==> src/rtl/morse_encode_word.sv <==
// Serialises a word of character codes (top slot first) into an active-low Morse keying line.
// Timing comes from the latched dit/dah/word times. start is taken only when idle, and ce freezes everything.
module morse_encode_word #(
    parameter int CHAR_W      = 6,
    parameter int MAX_CHARS   = 6,
    parameter int PULSE_CNT_W = 26
) (
    input  logic                        clk,
    input  logic                        rst_n,
    input  logic                        ce,
    input  logic                        start,
    input  logic [CHAR_W*MAX_CHARS-1:0] word,
    input  logic [PULSE_CNT_W-1:0]      dit_time,
    input  logic [PULSE_CNT_W-1:0]      dah_time,
    input  logic [PULSE_CNT_W-1:0]      word_time,
    output logic                        signal,
    output logic                        busy,
    output logic                        done,
    output logic                        error
);

    localparam int IDX_W = (MAX_CHARS > 1) ? $clog2(MAX_CHARS) : 1;

    typedef enum logic [2:0] {
        S_IDLE,
        S_SCAN,
        S_MARK,
        S_EGAP,
        S_CGAP,
        S_WGAP,
        S_DONE
    } state_t;

    // Element bits are left-aligned: bit 4 is always the next element to send (1 = dah).
    typedef struct packed {
        logic       vld;
        logic [2:0] len;
        logic [4:0] bits;
    } pat_t;

    function automatic pat_t mk(input logic [2:0] len, input logic [4:0] rbits);
        pat_t p;
        p.vld  = 1'b1;
        p.len  = len;
        p.bits = rbits << (3'd5 - len);
        return p;
    endfunction

    function automatic pat_t lut(input logic [CHAR_W-1:0] c);
        pat_t p;
        p = '0;
        case (int'(c))
            1:  p = mk(3'd2, 5'b00001);
            2:  p = mk(3'd4, 5'b01000);
            3:  p = mk(3'd4, 5'b01010);
            4:  p = mk(3'd3, 5'b00100);
            5:  p = mk(3'd1, 5'b00000);
            6:  p = mk(3'd4, 5'b00010);
            7:  p = mk(3'd3, 5'b00110);
            8:  p = mk(3'd4, 5'b00000);
            9:  p = mk(3'd2, 5'b00000);
            10: p = mk(3'd4, 5'b00111);
            11: p = mk(3'd3, 5'b00101);
            12: p = mk(3'd4, 5'b00100);
            13: p = mk(3'd2, 5'b00011);
            14: p = mk(3'd2, 5'b00010);
            15: p = mk(3'd3, 5'b00111);
            16: p = mk(3'd4, 5'b00110);
            17: p = mk(3'd4, 5'b01101);
            18: p = mk(3'd3, 5'b00010);
            19: p = mk(3'd3, 5'b00000);
            20: p = mk(3'd1, 5'b00001);
            21: p = mk(3'd3, 5'b00001);
            22: p = mk(3'd4, 5'b00001);
            23: p = mk(3'd3, 5'b00011);
            24: p = mk(3'd4, 5'b01001);
            25: p = mk(3'd4, 5'b01011);
            26: p = mk(3'd4, 5'b01100);
            27: p = mk(3'd5, 5'b11111);
            28: p = mk(3'd5, 5'b01111);
            29: p = mk(3'd5, 5'b00111);
            30: p = mk(3'd5, 5'b00011);
            31: p = mk(3'd5, 5'b00001);
            32: p = mk(3'd5, 5'b00000);
            33: p = mk(3'd5, 5'b10000);
            34: p = mk(3'd5, 5'b11000);
            35: p = mk(3'd5, 5'b11100);
            36: p = mk(3'd5, 5'b11110);
            default: p = '0;
        endcase
        return p;
    endfunction

    function automatic logic [PULSE_CNT_W-1:0] tm1(input logic [PULSE_CNT_W-1:0] t);
        return (t == '0) ? '0 : t - PULSE_CNT_W'(1);
    endfunction

    state_t                        r_state;
    logic [PULSE_CNT_W-1:0]        r_cnt;
    logic [IDX_W-1:0]              r_idx;
    logic [4:0]                    r_pat;
    logic [2:0]                    r_rem;
    logic [CHAR_W*MAX_CHARS-1:0]   r_word;
    logic [PULSE_CNT_W-1:0]        r_dit;
    logic [PULSE_CNT_W-1:0]        r_dah;
    logic [PULSE_CNT_W-1:0]        r_wt;
    logic                          r_signal;
    logic                          r_busy;
    logic                          r_done;
    logic                          r_error;

    logic [CHAR_W-1:0]             w_cur_code;
    logic [CHAR_W-1:0]             w_nxt_code;
    logic                          w_low_nz;
    logic                          w_last;
    pat_t                          w_cur_pat;
    pat_t                          w_nxt_pat;
    logic                          w_nxt_bad;
    logic [PULSE_CNT_W-1:0]        w_dit_m1;
    logic [PULSE_CNT_W-1:0]        w_dah_m1;
    logic [PULSE_CNT_W-1:0]        w_wt_m1;

    // Current slot, the slot below it, and whether anything nonzero remains below.
    always_comb begin
        w_cur_code = '0;
        w_nxt_code = '0;
        w_low_nz   = 1'b0;
        for (int i = 0; i < MAX_CHARS; i++) begin
            if (r_idx == IDX_W'(i))
                w_cur_code = r_word[i*CHAR_W +: CHAR_W];
            if (r_idx == IDX_W'(i + 1))
                w_nxt_code = r_word[i*CHAR_W +: CHAR_W];
            if ((IDX_W'(i) < r_idx) && (r_word[i*CHAR_W +: CHAR_W] != '0))
                w_low_nz = 1'b1;
        end
    end

    // Trailing zero slots carry no timing; the word ends after the lowest nonzero slot.
    assign w_last    = (r_idx == '0) || !w_low_nz;
    assign w_cur_pat = lut(w_cur_code);
    assign w_nxt_pat = lut(w_nxt_code);
    assign w_nxt_bad = (w_nxt_code != '0) && !w_nxt_pat.vld;
    assign w_dit_m1  = tm1(r_dit);
    assign w_dah_m1  = tm1(r_dah);
    assign w_wt_m1   = tm1(r_wt);

    always_ff @(posedge clk or negedge rst_n) begin
        if (!rst_n) begin
            r_state  <= S_IDLE;
            r_cnt    <= '0;
            r_idx    <= '0;
            r_pat    <= '0;
            r_rem    <= '0;
            r_word   <= '0;
            r_dit    <= '0;
            r_dah    <= '0;
            r_wt     <= '0;
            r_signal <= 1'b1;
            r_busy   <= 1'b0;
            r_done   <= 1'b0;
            r_error  <= 1'b0;
        end else if (ce) begin
            case (r_state)
                S_IDLE: begin
                    if (start) begin
                        r_word  <= word;
                        r_dit   <= dit_time;
                        r_dah   <= dah_time;
                        r_wt    <= word_time;
                        r_idx   <= IDX_W'(MAX_CHARS - 1);
                        r_busy  <= 1'b1;
                        r_error <= 1'b0;
                        r_state <= S_SCAN;
                    end
                end
                S_SCAN: begin
                    if (w_cur_pat.vld) begin
                        r_pat    <= w_cur_pat.bits;
                        r_rem    <= w_cur_pat.len;
                        r_cnt    <= w_cur_pat.bits[4] ? w_dah_m1 : w_dit_m1;
                        r_signal <= 1'b0;
                        r_state  <= S_MARK;
                    end else if ((w_cur_code != '0) || (r_idx == '0)) begin
                        r_error <= r_error | (w_cur_code != '0);
                        r_cnt   <= w_wt_m1;
                        r_state <= S_WGAP;
                    end else begin
                        r_idx <= r_idx - IDX_W'(1);
                    end
                end
                S_MARK: begin
                    if (r_cnt != '0) begin
                        r_cnt <= r_cnt - PULSE_CNT_W'(1);
                    end else begin
                        r_signal <= 1'b1;
                        if (r_rem > 3'd1) begin
                            r_pat   <= {r_pat[3:0], 1'b0};
                            r_rem   <= r_rem - 3'd1;
                            r_cnt   <= w_dit_m1;
                            r_state <= S_EGAP;
                        end else if (w_last) begin
                            r_cnt   <= w_wt_m1;
                            r_state <= S_WGAP;
                        end else if (w_nxt_pat.vld) begin
                            // Next character is fetched here so CGAP hands straight over to MARK.
                            r_idx   <= r_idx - IDX_W'(1);
                            r_pat   <= w_nxt_pat.bits;
                            r_rem   <= w_nxt_pat.len;
                            r_cnt   <= w_dah_m1;
                            r_state <= S_CGAP;
                        end else begin
                            r_idx   <= r_idx - IDX_W'(1);
                            r_error <= r_error | w_nxt_bad;
                            r_cnt   <= w_wt_m1;
                            r_state <= S_WGAP;
                        end
                    end
                end
                S_EGAP, S_CGAP: begin
                    if (r_cnt != '0) begin
                        r_cnt <= r_cnt - PULSE_CNT_W'(1);
                    end else begin
                        r_cnt    <= r_pat[4] ? w_dah_m1 : w_dit_m1;
                        r_signal <= 1'b0;
                        r_state  <= S_MARK;
                    end
                end
                S_WGAP: begin
                    if (r_cnt != '0) begin
                        r_cnt <= r_cnt - PULSE_CNT_W'(1);
                    end else if (w_last) begin
                        r_busy  <= 1'b0;
                        r_done  <= 1'b1;
                        r_state <= S_DONE;
                    end else if (w_nxt_pat.vld) begin
                        r_idx    <= r_idx - IDX_W'(1);
                        r_pat    <= w_nxt_pat.bits;
                        r_rem    <= w_nxt_pat.len;
                        r_cnt    <= w_nxt_pat.bits[4] ? w_dah_m1 : w_dit_m1;
                        r_signal <= 1'b0;
                        r_state  <= S_MARK;
                    end else begin
                        r_idx   <= r_idx - IDX_W'(1);
                        r_error <= r_error | w_nxt_bad;
                        r_cnt   <= w_wt_m1;
                    end
                end
                S_DONE: begin
                    r_done  <= 1'b0;
                    r_state <= S_IDLE;
                end
                default: r_state <= S_IDLE;
            endcase
        end
    end

    assign signal = r_signal;
    assign busy   = r_busy;
    assign done   = r_done;
    assign error  = r_error;

endmodule

==> config.mk <==
export PLATFORM = sky130hd
export DESIGN_NAME = morse_encode_word
export DESIGN_NICKNAME = d
export VERILOG_FILES = /design/src/rtl/morse_encode_word.sv
export SDC_FILE = /design/constraint.sdc
export NUM_CORES = 1
export LEC_CHECK = 0
export BUFFER_PORTS_ARGS = -buffer_cell sky130_fd_sc_hd__buf_2
export CAP_MARGIN = 10
export CORE_ASPECT_RATIO = 1.1
export CORE_MARGIN = 10
export CORE_UTILIZATION = 60
export DETAILED_ROUTE_END_ITERATION = 6
export GPL_ROUTABILITY_DRIVEN = 0
export MAX_ROUTING_LAYER = met4
export PLACE_DENSITY = 0.8
export SLEW_MARGIN = 20
export SYNTH_ARGS = -nofsm -noshare
export SYNTH_HDL_FRONTEND = slang
export SYNTH_SLANG_ARGS = --single-unit
==> constraint.sdc <==
create_clock -name clk -period 10.7 [get_ports clk]
set_input_delay 0.535 -clock clk [delete_from_list [all_inputs] [get_ports clk]]
set_output_delay 0.535 -clock clk [all_outputs]
set_load 0.01 [all_outputs]
==> results.sh <==
export IMPL_outcome="finished with violations"
export IMPL_violations="DRC"
export IMPL_synthXorXnorAreaFrac=0.0352
export IMPL_max_freq_mhz=190
export IMPL_std_cell_rows=57
export IMPL_synthAdderAreaFrac=0.0256
export IMPL_postCtsSetupRepairBufs=0
export IMPL_antenna_found_initial=0
export IMPL_syn_area_um2=13700
export IMPL_crit_top_cell="nand2_1"
export IMPL_synth_compound_area_frac=0.235
export IMPL_synthFlopType="dfrtp_1"
export IMPL_arrival_ns=5.66
export IMPL_path_cells="inv_1, ha_1, buf_4, nor2b_1, a211o_1, a32oi_1, and4b_1, nand2_1, nor3_1, nor2_2, nand2_1, a21oi_1, a2111o_1"
export IMPL_ys_warnings_count=0
export IMPL_design_area_um2=15000
export IMPL_hold_buffers=0
export IMPL_diodes=0
export IMPL_grt_usage=0.317
export IMPL_synth_simple_gate_area_share=0.222
export IMPL_post_route_min_period_ns=5.26
export IMPL_hold_viol=0
export IMPL_synth_nets=1796
export IMPL_drt_iter0_drc=2286
export IMPL_synthTopCellsByArea="dfrtp_1, mux2_2, nand2_1, nor2_1, mux2i_1"
export IMPL_syn_area_per_cell_um2=8.30
export IMPL_fin_crit_sh=0.492
export IMPL_slew_headroom=0.219
export IMPL_synth_top_family_by_area="compound AO/OA/AOI/OAI gates"
export IMPL_drtAntennaViolNets=0
export IMPL_tightest_slew_ns=1.17
export IMPL_cts_tree="yes"
export IMPL_portBuffers=121
export IMPL_cts_made_buffers=17
export IMPL_io_pins=122
export IMPL_rsz0062_at_grt="false"
export IMPL_insertion_delay_ns=0.46
export IMPL_cts_max_path_buffers=2
export IMPL_ctsResizeCount=0
export IMPL_synth_top_cell_area_share=0.287
export IMPL_dp_hpwl_mm=33.1
export IMPL_setup_ws_ns=5.44
export IMPL_synth_mux_area_frac=0.144
export IMPL_wl_per_cell_um=22.9
export IMPL_via_per_inst=6.97
export IMPL_htree_num_levels=4
export IMPL_synthCells=1650
export IMPL_clkTransAtPathRegs_ns=0.08
export IMPL_synth_cell_types=103
export IMPL_grt_pass1_vias=13100
export IMPL_root_buffer="clkbuf_16"
export IMPL_grt_max_degree=92
export IMPL_critPathKind="flip-flop to flip-flop"
export IMPL_routed_wl_mm=45.9
export IMPL_critPathLaunchType="flip-flop"
export IMPL_slew_violations=0
export IMPL_async_reset_ff_frac=1.00
export IMPL_drive_above_1_share=0.196
export IMPL_areaGrowthSynthToFinish_pct=9.16
export IMPL_cp_required_ns=11.10
export IMPL_final_cell_mix="nand2_1, nor2_1, dfrtp_1"
export IMPL_core_area_um2=22300
export IMPL_clock_skew_ns=0.0163
export IMPL_die_h_um=179
export IMPL_seq_area_frac_synth=0.289
export IMPL_drcViolationCount=37
export IMPL_die_area_um2=29300
export IMPL_crit_path_end_kind="flip-flop"
export IMPL_hold_path_class="primary input to asynchronous set/reset pin"
export IMPL_crit_fanout=23
export IMPL_max_stage_delay_ns=0.84
export IMPL_cts_sinks=158
export IMPL_setup_tns_ns=0
export IMPL_start_util=0.616
export IMPL_vias=14000
export IMPL_yosysTopAreaCell="dfrtp_1"
export IMPL_synth_edf_count=0
export IMPL_layout_nets=1847
export IMPL_drv_cap=0
export IMPL_final_common_cell="nand2_1"
export IMPL_first_pass_iters=7
export IMPL_die_w_um=164
export IMPL_cp_slowest_cell="a32oi_1"
export IMPL_place_ws_ns=5.68
export IMPL_dpl_instance_area_um2=14300
export IMPL_final_setup_viol_count=0
export IMPL_gr_total_overflow=0
export IMPL_rrSetupSlack_ns=5.44
export IMPL_grt_pass1_wl_mm=72.6
export IMPL_synth_seq_cells=158
[worst paths after layout]
kind / startpoint / endpoint / depth (start not counted)
max: r_idx[0] / r_cnt[13] / 13
min: rst_n / r_state[0] / 1
max in group asynchronous: rst_n / r_dah[20] / 3
max reg2reg: r_idx[0] / r_cnt[13] / 13
min in group clk: word_time[0] / r_wt[0] / 3
min reg2reg: signal / signal / 2
[routing by layer]
| metal | wire (um) | vias to the layer above | track usage |
|---|---|---|---|
| li1 | - | 6257 | - |
| met1 | 18700 | 6477 | 0.428 |
| met2 | 19300 | 1081 | 0.438 |
| met3 | 6150 | 183 | 0.0948 |
| met4 | 1810 | 0 | 0.119 |
| met5 | 0 | - | - |
[metrics by stage]
stage | hold slack [ns] | instances | util
final | 0.00340 | 2009 | 0.672
after global routing | 0.0348 | 2009 | 0.672
after CTS | 0.0230 | 2008 | 0.671
after detailed placement | 0.461 | 1976 | 0.642
after global placement | 0.455 | 1976 | 0.642
after floorplan | 0.239 | 1650 | -
[synth_stat cells, types with 7 or more instances]
master	number
nand2_1	177
nor2_1	171
dfrtp_1	157
o21ai_0	121
mux2_2	117
a21oi_1	102
mux2i_1	64
nor3_1	64
clkbuf_1	60
nand3_1	38
inv_1	32
xnor2_1	29
ha_1	28
nor4_1	28
buf_2	26
xor2_1	26
a22oi_1	22
a31oi_1	20
o211ai_1	18
or3_1	18
nand2b_1	16
nand4_1	16
o21ai_1	16
a211oi_1	15
nand3b_1	15
buf_4	14
or4_1	14
o221ai_1	13
a22o_1	12
a221o_1	9
a311oi_1	9
and2_1	9
buf_6	9
nor2b_1	9
o31ai_1	9
a221oi_1	8
o22ai_1	8
a211o_1	7
a32oi_1	7
[cell type report]
class                   count  area [um2]
clock buffers              17         425
clock inverters            15         213
fillers                  1786        7290
inverters                  32         120
multi-input cells        1351        9090
flip-flops and latches    158        3960
well taps                 295         369
repair buffers            141         782
[cells by family (layout without fill, tap and decap cells)]
logic type	count (synthesis)	in the layout
DFF	158	158
muxes	182	182
AOI/OAI and AO/OA	468	468
and+or+nand+nor	618	618
xor gates and xnor gates	55	55
buffers and inverters	141	205
adders and majority gates	28	28
[worst max-delay path: cells and delay by family (launching register included)]
kind,cells,cell delay (ns)
and+or+nand+nor,6,1.93
AOI/OAI and AO/OA,4,1.53
DFF,1,0.77
buffers and inverters,2,0.51
adders and majority gates,1,0.45
[flip-flops by register name, summed over array words and instances (netlist names)]
register  count
r_word       36
r_cnt        26
r_dah        26
r_dit        26
r_wt         26
r_pat         5
r_idx         3
r_rem         3
r_state       3
busy          1
done          1
error         1
signal        1
Power is not shown: default switching activity piles up to over one toggle a cycle in this logic, so the estimate is an artifact.
